===== config.mk =====
export PLATFORM = sky130hd
export DESIGN_NAME = ppi_serializer
export DESIGN_NICKNAME = d
export VERILOG_FILES = /design/src/rtl/ppi_pkg.sv /design/src/rtl/ppi_sat.sv /design/src/rtl/ppi_serializer.sv
export SDC_FILE = /design/constraint.sdc
export NUM_CORES = 1
export LEC_CHECK = 0
export ABC_AREA = 1
export BUFFER_PORTS_ARGS = -buffer_cell sky130_fd_sc_hd__buf_2
export CORE_AREA = 2 2 401 403
export DETAILED_ROUTE_END_ITERATION = 8
export DIE_AREA = 0 0 403 405
export MAX_ROUTING_LAYER = met4
export PLACE_DENSITY = 0.32
export SLEW_MARGIN = 0
export SYNTH_ARGS = -nofsm -noshare
export SYNTH_HDL_FRONTEND = slang
export SYNTH_SLANG_ARGS = --single-unit
export TNS_END_PERCENT = 100

===== constraint.sdc =====
create_clock -name i_clk -period 1.7 [get_ports i_clk]
set_input_delay 0.255 -clock i_clk [delete_from_list [all_inputs] [get_ports i_clk]]
set_output_delay 0.255 -clock i_clk [all_outputs]
set_load 0.05 [all_outputs]

===== src/rtl/ppi_pkg.sv =====
// ppi_pkg: shared types, defaults and helpers for the polyphase serializer.
//   ppi_state_e     : serializer FSM state (IDLE / RUN)
//   ppi_clog2()     : ceil(log2(n)), used for the phase counter width
//   PPI_* constants : default parameter values for ppi_serializer
package ppi_pkg;

   localparam int unsigned PPI_CHANNELS    = 32;
   localparam int unsigned PPI_CHAN_WIDTH  = 32;
   localparam int unsigned PPI_ODATA_WIDTH = 16;
   localparam int unsigned PPI_MSB_FIRST   = 0;

   typedef enum logic {
      ST_IDLE = 1'b0,
      ST_RUN  = 1'b1
   } ppi_state_e;

   // ceil(log2(n)) for n >= 2; evaluated at elaboration time
   function automatic int unsigned ppi_clog2(input int unsigned n);
      int unsigned r;
      int unsigned v;
      r = 0;
      v = n - 1;
      while (v > 0) begin
         r++;
         v = v >> 1;
      end
      return r;
   endfunction

endpackage : ppi_pkg


===== src/rtl/ppi_sat.sv =====
// ppi_sat: reduces one signed channel slice to the output sample width.
//   Macro PPI_SERIALIZER_SAT_EN defined   -> signed saturation
//   Macro PPI_SERIALIZER_SAT_EN undefined -> truncation to the LSBs (wrap)
// Ports:
//   slice_i  [gp_in_width]  : signed channel slice
//   data_c_o [gp_out_width] : reduced sample (combinational)
module ppi_sat #(
   parameter int unsigned gp_in_width  = 32,
   parameter int unsigned gp_out_width = 16
) (
   input  logic [gp_in_width-1:0]  slice_i,
   output logic [gp_out_width-1:0] data_c_o
);

   localparam int unsigned HW = gp_in_width - gp_out_width;

`ifdef PPI_SERIALIZER_SAT_EN
   if (HW > 0) begin : g_sat
      localparam logic [gp_out_width-1:0] SAT_MAX = {1'b0, {(gp_out_width-1){1'b1}}};
      localparam logic [gp_out_width-1:0] SAT_MIN = {1'b1, {(gp_out_width-1){1'b0}}};

      // output sign bit plus every discarded bit: in range only if all equal
      logic [HW:0] head_c;
      assign head_c = slice_i[gp_in_width-1 -: HW+1];

      always_comb begin
         data_c_o = slice_i[gp_out_width-1:0];
         if ((head_c != '0) && (head_c != '1)) begin
            data_c_o = head_c[HW] ? SAT_MIN : SAT_MAX;
         end
      end
   end else begin : g_pass
      assign data_c_o = slice_i;
   end
`else
   assign data_c_o = slice_i[gp_out_width-1:0];

   if (HW > 0) begin : g_drop
      // discarded upper bits are intentionally ignored in wrap mode
      logic unused_hi;
      assign unused_hi = ^slice_i[gp_in_width-1:gp_out_width];
   end
`endif

endmodule : ppi_sat


===== src/rtl/ppi_serializer.sv =====
// ppi_serializer: serializes a packed word of gp_channels polyphase results
// into one output sample per enabled cycle (output-rate domain).
// Width reduction mode is selected by macro PPI_SERIALIZER_SAT_EN
// (defined: saturate, undefined: truncate).
// Ports:
//   i_clk, i_rst_an : clock, async active-low reset
//   i_ena           : synchronous enable; nothing advances while low
//   i_valid, i_data : new packed word strobe / packed signed slices
//   o_data, o_valid : registered serialized sample and its valid flag
//   o_ovf           : pulse when a word is replaced before fully emitted
module ppi_serializer
   import ppi_pkg::*;
#(
   parameter int unsigned gp_channels    = PPI_CHANNELS,
   parameter int unsigned gp_chan_width  = PPI_CHAN_WIDTH,
   parameter int unsigned gp_odata_width = PPI_ODATA_WIDTH,
   parameter int unsigned gp_msb_first   = PPI_MSB_FIRST
) (
   input  logic                                 i_clk,
   input  logic                                 i_rst_an,
   input  logic                                 i_ena,
   input  logic                                 i_valid,
   input  logic [gp_channels*gp_chan_width-1:0] i_data,
   output logic [gp_odata_width-1:0]            o_data,
   output logic                                 o_valid,
   output logic                                 o_ovf
);

   localparam int unsigned PW = ppi_clog2(gp_channels);
   localparam logic [PW-1:0] LAST_PHASE = PW'(gp_channels - 1);

   ppi_state_e                                   state_q, state_d;
   logic [PW-1:0]                                phase_q, phase_d;
   logic [gp_channels-1:0][gp_chan_width-1:0]    shadow_q, shadow_d;
   logic [gp_odata_width-1:0]                    data_q, data_d;
   logic                                         valid_q, valid_d;
   logic                                         ovf_q, ovf_d;

   logic [PW-1:0]                                sel_c;
   logic [gp_chan_width-1:0]                     slice_c;
   logic [gp_odata_width-1:0]                    reduced_c;

   // state register
   always_ff @(posedge i_clk or negedge i_rst_an) begin
      if (!i_rst_an) begin
         state_q <= ST_IDLE;
      end else begin
         state_q <= state_d;
      end
   end

   // next-state logic
   always_comb begin
      state_d = state_q;
      if (i_ena) begin
         case (state_q)
            ST_IDLE: if (i_valid) state_d = ST_RUN;
            ST_RUN:  if (!i_valid && (phase_q == LAST_PHASE)) state_d = ST_IDLE;
            default: state_d = ST_IDLE;
         endcase
      end
   end

   // emission order and width reduction of the current slice
   assign sel_c   = (gp_msb_first != 0) ? (LAST_PHASE - phase_q) : phase_q;
   assign slice_c = shadow_q[sel_c];

   ppi_sat #(
      .gp_in_width  (gp_chan_width),
      .gp_out_width (gp_odata_width)
   ) u_sat (
      .slice_i  (slice_c),
      .data_c_o (reduced_c)
   );

   // datapath / output next values
   always_comb begin
      phase_d  = phase_q;
      shadow_d = shadow_q;
      data_d   = data_q;
      valid_d  = 1'b0;
      ovf_d    = 1'b0;
      if (i_ena) begin
         case (state_q)
            ST_IDLE: begin
               if (i_valid) begin
                  shadow_d = i_data;
                  phase_d  = '0;
               end
            end
            ST_RUN: begin
               data_d  = reduced_c;
               valid_d = 1'b1;
               if (i_valid) begin
                  // recapture; only an early replacement counts as overflow
                  shadow_d = i_data;
                  phase_d  = '0;
                  ovf_d    = (phase_q != LAST_PHASE);
               end else begin
                  phase_d = (phase_q == LAST_PHASE) ? '0 : phase_q + PW'(1);
               end
            end
            default: ;
         endcase
      end
   end

   // datapath / output registers
   always_ff @(posedge i_clk or negedge i_rst_an) begin
      if (!i_rst_an) begin
         phase_q  <= '0;
         shadow_q <= '0;
         data_q   <= '0;
         valid_q  <= 1'b0;
         ovf_q    <= 1'b0;
      end else begin
         phase_q  <= phase_d;
         shadow_q <= shadow_d;
         data_q   <= data_d;
         valid_q  <= valid_d;
         ovf_q    <= ovf_d;
      end
   end

   assign o_data  = data_q;
   assign o_valid = valid_q;
   assign o_ovf   = ovf_q;

endmodule : ppi_serializer


Word level (Yosys, flattened, before mapping)
Cells that the tools add are included. W data, S select, Z words.

Equal/unequal tests: 3. Reduce and logical (&&, ||, !) cells: 5. Add/subtract/negate cells: 1. Bitwise logic cells: 1. Magnitude comparators: 1. Multiplexer cells: 15.

Operators by type and width (number): $mux W1024 (1); $bmux W32 S5 (1); $mux W16 (1); $mux W5 (3); $pmux W5 S2 (1); $mux W1 (7); $lt A5 B6 Y1 const B (1); $reduce_and A2 Y1 (3); $add A5 B1 Y5 const B (1); $eq A5 B5 Y1 const B (1); $ne A5 B5 Y1 const B (1); $ne A2 B2 Y1 const B (1); $pmux W1 S2 (1); $logic_and A1 B1 Y1 (1); $logic_not A1 Y1 (1); $not A1 Y1 (1).

Input port bits: 1028. Output and inout port bits: 18. Logic and storage cells: 63. Register bits after elaboration: 1048.

Logic depth before layout (Yosys ltp)
Depth in word-level cells: 4. Depth in mapped cells: 11.

Modules after synthesis
From an unflattened synthesis, not the netlist that was laid out.

Cell total of the unflattened synthesis: 6596. Area total of the unflattened synthesis: 51206.6 um^2.

By module, submodules not included: ppi_serializer (seq. area each 26225.2 um^2, cells an instance 6580, instances 1, area each 51086.5 um^2); ppi_sat (seq. area each 0.0 um^2, cells an instance 16, instances 1, area each 120.1 um^2).

Least setup slack after synthesis
OpenSTA, ideal clock, no wires.

Path type: flip-flop to flip-flop. Start: reg phase_q[3]. End: reg state_q. Arrival: 1511 ps. Setup slack: 103 ps. Cell stages (with the launch flop): 8. Library setup time: 87 ps. Required time: 1613 ps. Cells stage by stage: dfrtp_1 -> buf_2 -> clkinv_1 -> clkbuf_1 -> nor2_1 -> ha_1 -> or2_2 -> o211ai_1.

Longest elaborated chain between the ends: 4.

Ends and longest elaborated chain: start: declaration (RTL line ppi_serializer.sv:33) `logic [PW-1:0] phase_q, phase_d;`; start signal: assignment (RTL line ppi_serializer.sv:117) `phase_q <= phase_d;`; $eq A5 B5 Y1 (RTL line ppi_serializer.sv:58) `ST_RUN: if (!i_valid && (phase_q == LAST_PHASE)) state_d = ST_IDLE;`; $logic_and A1 B1 Y1 (RTL line ppi_serializer.sv:58); $mux W1 (RTL line ppi_serializer.sv:58); $pmux W1 S2 (RTL line ppi_serializer.sv:56) `case (state_q)`; end signal: assignment (RTL line ppi_serializer.sv:48) `state_q <= state_d;`; end: declaration (RTL line ppi_serializer.sv:32) `ppi_state_e state_q, state_d;`.

No other way between the ends. A chain may end at the register's enable or synchronous reset.

Final worst setup path
Start: reg phase_q[0]. End: reg data_q[12], in the netlist o_data[12].

Longest elaborated chain between the ends: 2.

Ends and longest elaborated chain: $bmux W32 S5 (RTL line ppi_serializer.sv:66) `assign slice_c = shadow_q[sel_c];`; $mux W16 (implied by the code) (RTL line ppi_serializer.sv:66); end signal: assignment (RTL line ppi_serializer.sv:119) `data_q <= data_d;`; end: declaration (RTL line ppi_serializer.sv:35) `logic [gp_odata_width-1:0] data_q, data_d;`.

No other way between the ends. The select of a mux whose other input is x is not followed.

==> Implementation_results.wiki <==
{| class="wikitable"
! Metric !! Value
|-
| Data required time at the worst endpoint || 2260 ps
|-
| Total grt overflow || 0
|-
| Internal power contribution || about 28 mW
|-
| Worst clock skew on the final layout || 40.6 ps
|-
| Origin of the worst setup path || phase_q[0]$_DFFE_PN0P_
|-
| Setup slack after layout || -271 ps
|-
| Clock power frac || 38.2%
|-
| Post-route setup TNS || -4160 ps
|-
| Static leakage || slightly above 20 nW
|-
| Total routed wirelength || ~140 mm
|-
| Kind of start point of the critical path || flip-flop
|-
| Worst R2R End || o_data[12]$_DFFE_PN0P_
|-
| Wire length of the first global-routing pass || roughly 200 mm
|-
| Violated checks || negative setup slack
|-
| Total power || between 40 and 50 mW
|-
| Post-Layout Cell Count || approximately 6600
|-
| Share of the clock period used by the worst path after layout || 116%
|-
| Data arrival, critical path || 2530 ps
|-
| RR Startpoint || phase_q[0]$_DFFE_PN0P_
|-
| Setup slack of the most critical reg-to-reg path || -270 ps
|-
| Maximum Capacitance Violations || 0
|-
| Area growth from synthesis to final layout || 64.4%
|-
| Worst-case reg-to-reg path depth || 10
|-
| Root Buffer Master || sky130_fd_sc_hd__clkbuf_16
|-
| Count of antenna-violating nets left after detailed routing || 0
|-
| Number of instances in the synthesized netlist || roughly 3300
|-
| Number of H-tree levels || 3
|-
| Mean cell area of the mapped netlist || between 7 and 8 um2
|-
| Status || complete, but fails checks
|-
| Synthesized area || 0.0257 mm2
|-
| Top post-synthesis cells by count || sky130_fd_sc_hd__dfrtp_1, sky130_fd_sc_hd__nand2_1, sky130_fd_sc_hd__inv_1
|-
| IR drop worst, VDD || 0.659 mV
|-
| Remaining design rule violation count || 0
|-
| Via count of the first global-routing pass || 26600
|-
| TritonCTS clock tree || done
|-
| All-Layer GR Usage || between 10% and 20%
|-
| Routed length per placed instance || around 22 um
|-
| Hold Violations, Final || 0
|-
| Pins over their slew limit || 0
|-
| Final RePlAce weighted congestion || 0.804
|-
| Number of failing setup endpoints in the final timing report || 23
|-
| Maximum clock path buffer count || 3
|-
| Dominant synthesized flop cell || sky130_fd_sc_hd__dfrtp_1
|-
| Sw Share || 32.6%
|-
| Power per cell area || 995 mW/mm2
|-
| Starting density of the core || about 16%
|-
| Die W || 403 um
|-
| Sequential-to-total area share from yosys stat || ~52%
|-
| # clock sinks || ~540
|-
| Clock latency on the worst-skew pair || a little under 700 ps
|-
| Routed vias || 26300
|-
| Worst slack on hold paths || 67.6 ps
|-
| Critical path class || flip-flop to flip-flop
|-
| Net switching power figure || 13.7 mW
|-
| Starting DRT DRC Count || 1455
|-
| Via density per instance || between 3 and 4
|-
| Synthesized net count || 4328
|-
| Die area || around 0.16 mm2
|-
| Net count reported at finish || 5509
|-
| I/O pins || 1046
|-
| CP max FO || 6
|-
| Post-DP HPWL || 108 mm
|-
| Time the final worst path needs with I/O delays and setup || approximately 2000 ps
|-
| Input/output buffers || 533
|-
| Initial antenna violation count || 55
|-
| Worst slew margin || 68.9%
|-
| Area share of the leading cell type in the synthesized netlist || 52.2%
|-
| Clock slew at the register clock pins of the worst setup and hold paths || approximately 60 ps
|-
| End point of the critical path || o_data[12]$_DFFE_PN0P_
|-
| Classification of the worst-slack hold path || primary input to asynchronous set/reset pin
|-
| Area leader, netlist || sky130_fd_sc_hd__dfrtp_1
|-
| Unrepaired setup endpoints after global routing || true
|-
| Number of iterations in the first detailed-routing pass || 6
|-
| Cell with the most instances after synthesis || sky130_fd_sc_hd__dfrtp_1
|-
| Tightest Pin Transition || 467 ps
|-
| Portion of total power attributed to combinational logic || 26.4%
|-
| Number of distinct library cell variants in the gate-level netlist after synthesis || 22
|-
| Proportion of power drawn by flip-flops and latches || 35.4%
|-
| Capturing element type of the critical path || flip-flop
|-
| Total instance count after detailed placement || 5917
|-
| Die Y || 405 um
|-
| Number of warnings reported in the yosys synthesis log || 0
|-
| Pin count of the biggest net entering global routing || 86
|-
| Number of buffers inserted during clock tree synthesis || 73
|-
| Count of state elements after synthesis || 536
|-
| Fraction of registers with async set or reset after synthesis || between 90% and 100%
|-
| Cells taking the most area after synthesis || sky130_fd_sc_hd__dfrtp_1, sky130_fd_sc_hd__a21oi_1, sky130_fd_sc_hd__nand3_1
|-
| Achievable frequency || about 510 MHz
|-
| Post-synth EDFFs || 0
|-
| Std cell rows || 147
|-
| Proportion of layout cells with a drive suffix above 1 || 25.4%
|-
| Core Footprint || 0.159 mm2
|}
## per-layer routing
metal | part of all wire (%) | global-route usage (%) | up-vias
li1 | - | - | 12800
met1 | 45 | 22.4 | 12600
met2 | 47 | 27.7 | 727
met3 | 5.9 | 4.04 | 154
met4 | 1.8 | 3.59 | 0
met5 | 0 | - | -
## what timing repair did
action / in CTS / in global routing
setup endpoints to repair: 33 / 24
resized for setup: 106 / 201
pin swaps: 6 / 53
hold endpoints to repair: 874 / 0
buffers inserted: 9 / 33
gates cloned: 7 / 14
hold buffers: 515 / 0
## cell usage in the layout (no fill, tap or decap), types with 3 or more instances in the layout
cell type / instances
sky130_fd_sc_hd__nand3_2: 153
sky130_fd_sc_hd__nand3_4: 19
sky130_fd_sc_hd__mux2_2: 26
sky130_fd_sc_hd__clkinv_2: 7
sky130_fd_sc_hd__buf_6: 20
sky130_fd_sc_hd__buf_16: 10
sky130_fd_sc_hd__buf_8: 5
sky130_fd_sc_hd__buf_4: 166
sky130_fd_sc_hd__buf_2: 520
sky130_fd_sc_hd__clkbuf_1: 16
sky130_fd_sc_hd__o21ai_1: 3
sky130_fd_sc_hd__clkinv_16: 4
sky130_fd_sc_hd__clkinv_8: 3
sky130_fd_sc_hd__nand2_1: 527
sky130_fd_sc_hd__a21oi_1: 486
sky130_fd_sc_hd__clkbuf_8: 19
sky130_fd_sc_hd__buf_12: 75
sky130_fd_sc_hd__o211ai_1: 17
sky130_fd_sc_hd__diode_2: 28
sky130_fd_sc_hd__or2_2: 3
sky130_fd_sc_hd__nor2_1: 486
sky130_fd_sc_hd__dfrtp_4: 3
sky130_fd_sc_hd__clkbuf_16: 85
sky130_fd_sc_hd__nand3_1: 302
sky130_fd_sc_hd__nor2_4: 3
sky130_fd_sc_hd__inv_1: 488
sky130_fd_sc_hd__bufinv_16: 4
sky130_fd_sc_hd__nand2_2: 3
sky130_fd_sc_hd__dfrtp_1: 532
sky130_fd_sc_hd__o21ai_0: 6
sky130_fd_sc_hd__dlygate4sd3_1: 515
## logic make-up after synthesis
family | synth area share (%)
AND/OR/NAND/NOR | 24.3
buffers and inverters | 12.1
flip-flops | 52.2
AO/OA/AOI/OAI | 10.2
multiplexers | 1.14
XOR/XNOR | 0.0682
adder cells (fa/ha/maj) | 0.0973
## critical path, stage by stage (launching register included)
cell	delay [ps]
sky130_fd_sc_hd__dfrtp_4	430
sky130_fd_sc_hd__buf_12	180
sky130_fd_sc_hd__clkinv_16	110
sky130_fd_sc_hd__buf_16	150
sky130_fd_sc_hd__o211ai_1	280
sky130_fd_sc_hd__nand3_2	180
sky130_fd_sc_hd__buf_6	170
sky130_fd_sc_hd__nand3_4	60
sky130_fd_sc_hd__nand3_4	130
sky130_fd_sc_hd__nand3_2	80
sky130_fd_sc_hd__nand2_1	60
## per-stage QoR
stage               utilization, %  cell area [um2]  worst slack (ps)
floorplan                        -            25700               103
global placement              20.3            32300              -676
detailed placement            20.3            32300              -615
CTS                           25.5            40700              -374
global route                  26.5            42200              -311
finish                        26.5            42200              -271
## layout make-up
cell class	count	area, um2
Fill cell	17500	117000
Sequential cell	536	13400
Timing Repair Buffer	1326	11500
Multi-Input combinational cell	2045	10300
Tap cell	2086	2610
Clock buffer	108	2150
Inverter	495	1890
Clock inverter	21	307
Antenna cell	28	70.1
Timing Repair inverter	2	60.1
## worst min path at each step
stage | startpoint | endpoint | slack [ps] | cells past startpoint
2_1_floorplan | i_rst_an | o_data[0]$_DFFE_PN0P_ | -40 | 0
3_3_place_gp | i_rst_an | shadow_q[546]$_DFFE_PN0P_ | 210 | 1
3_5_place_dp | i_rst_an | shadow_q[546]$_DFFE_PN0P_ | 200 | 1
4_1_cts | i_rst_an | shadow_q[937]$_DFFE_PN0P_ | 50 | 2
5_1_grt | i_rst_an | shadow_q[546]$_DFFE_PN0P_ | 60 | 2
6_report | i_rst_an | shadow_q[546]$_DFFE_PN0P_ | 70 | 2
## registers in the layout, summed over array words and instances, names as in the netlist
register  count
shadow_q    512
o_data       16
phase_q       5
o_ovf         1
o_valid       1
state_q       1
## power by group through the flow
stage,Sequential [mW],Combinational [mW],Clock [mW]
after global placement,15.1,8.94,0
final,14.9,11.1,16.1
after CTS,14.9,10.5,16.6
after floorplan,15.3,4.19,0
after detailed placement,15.1,8.95,0
after global routing,15.0,12.1,17.1
Note: power is estimated with default switching activity, not from simulation.
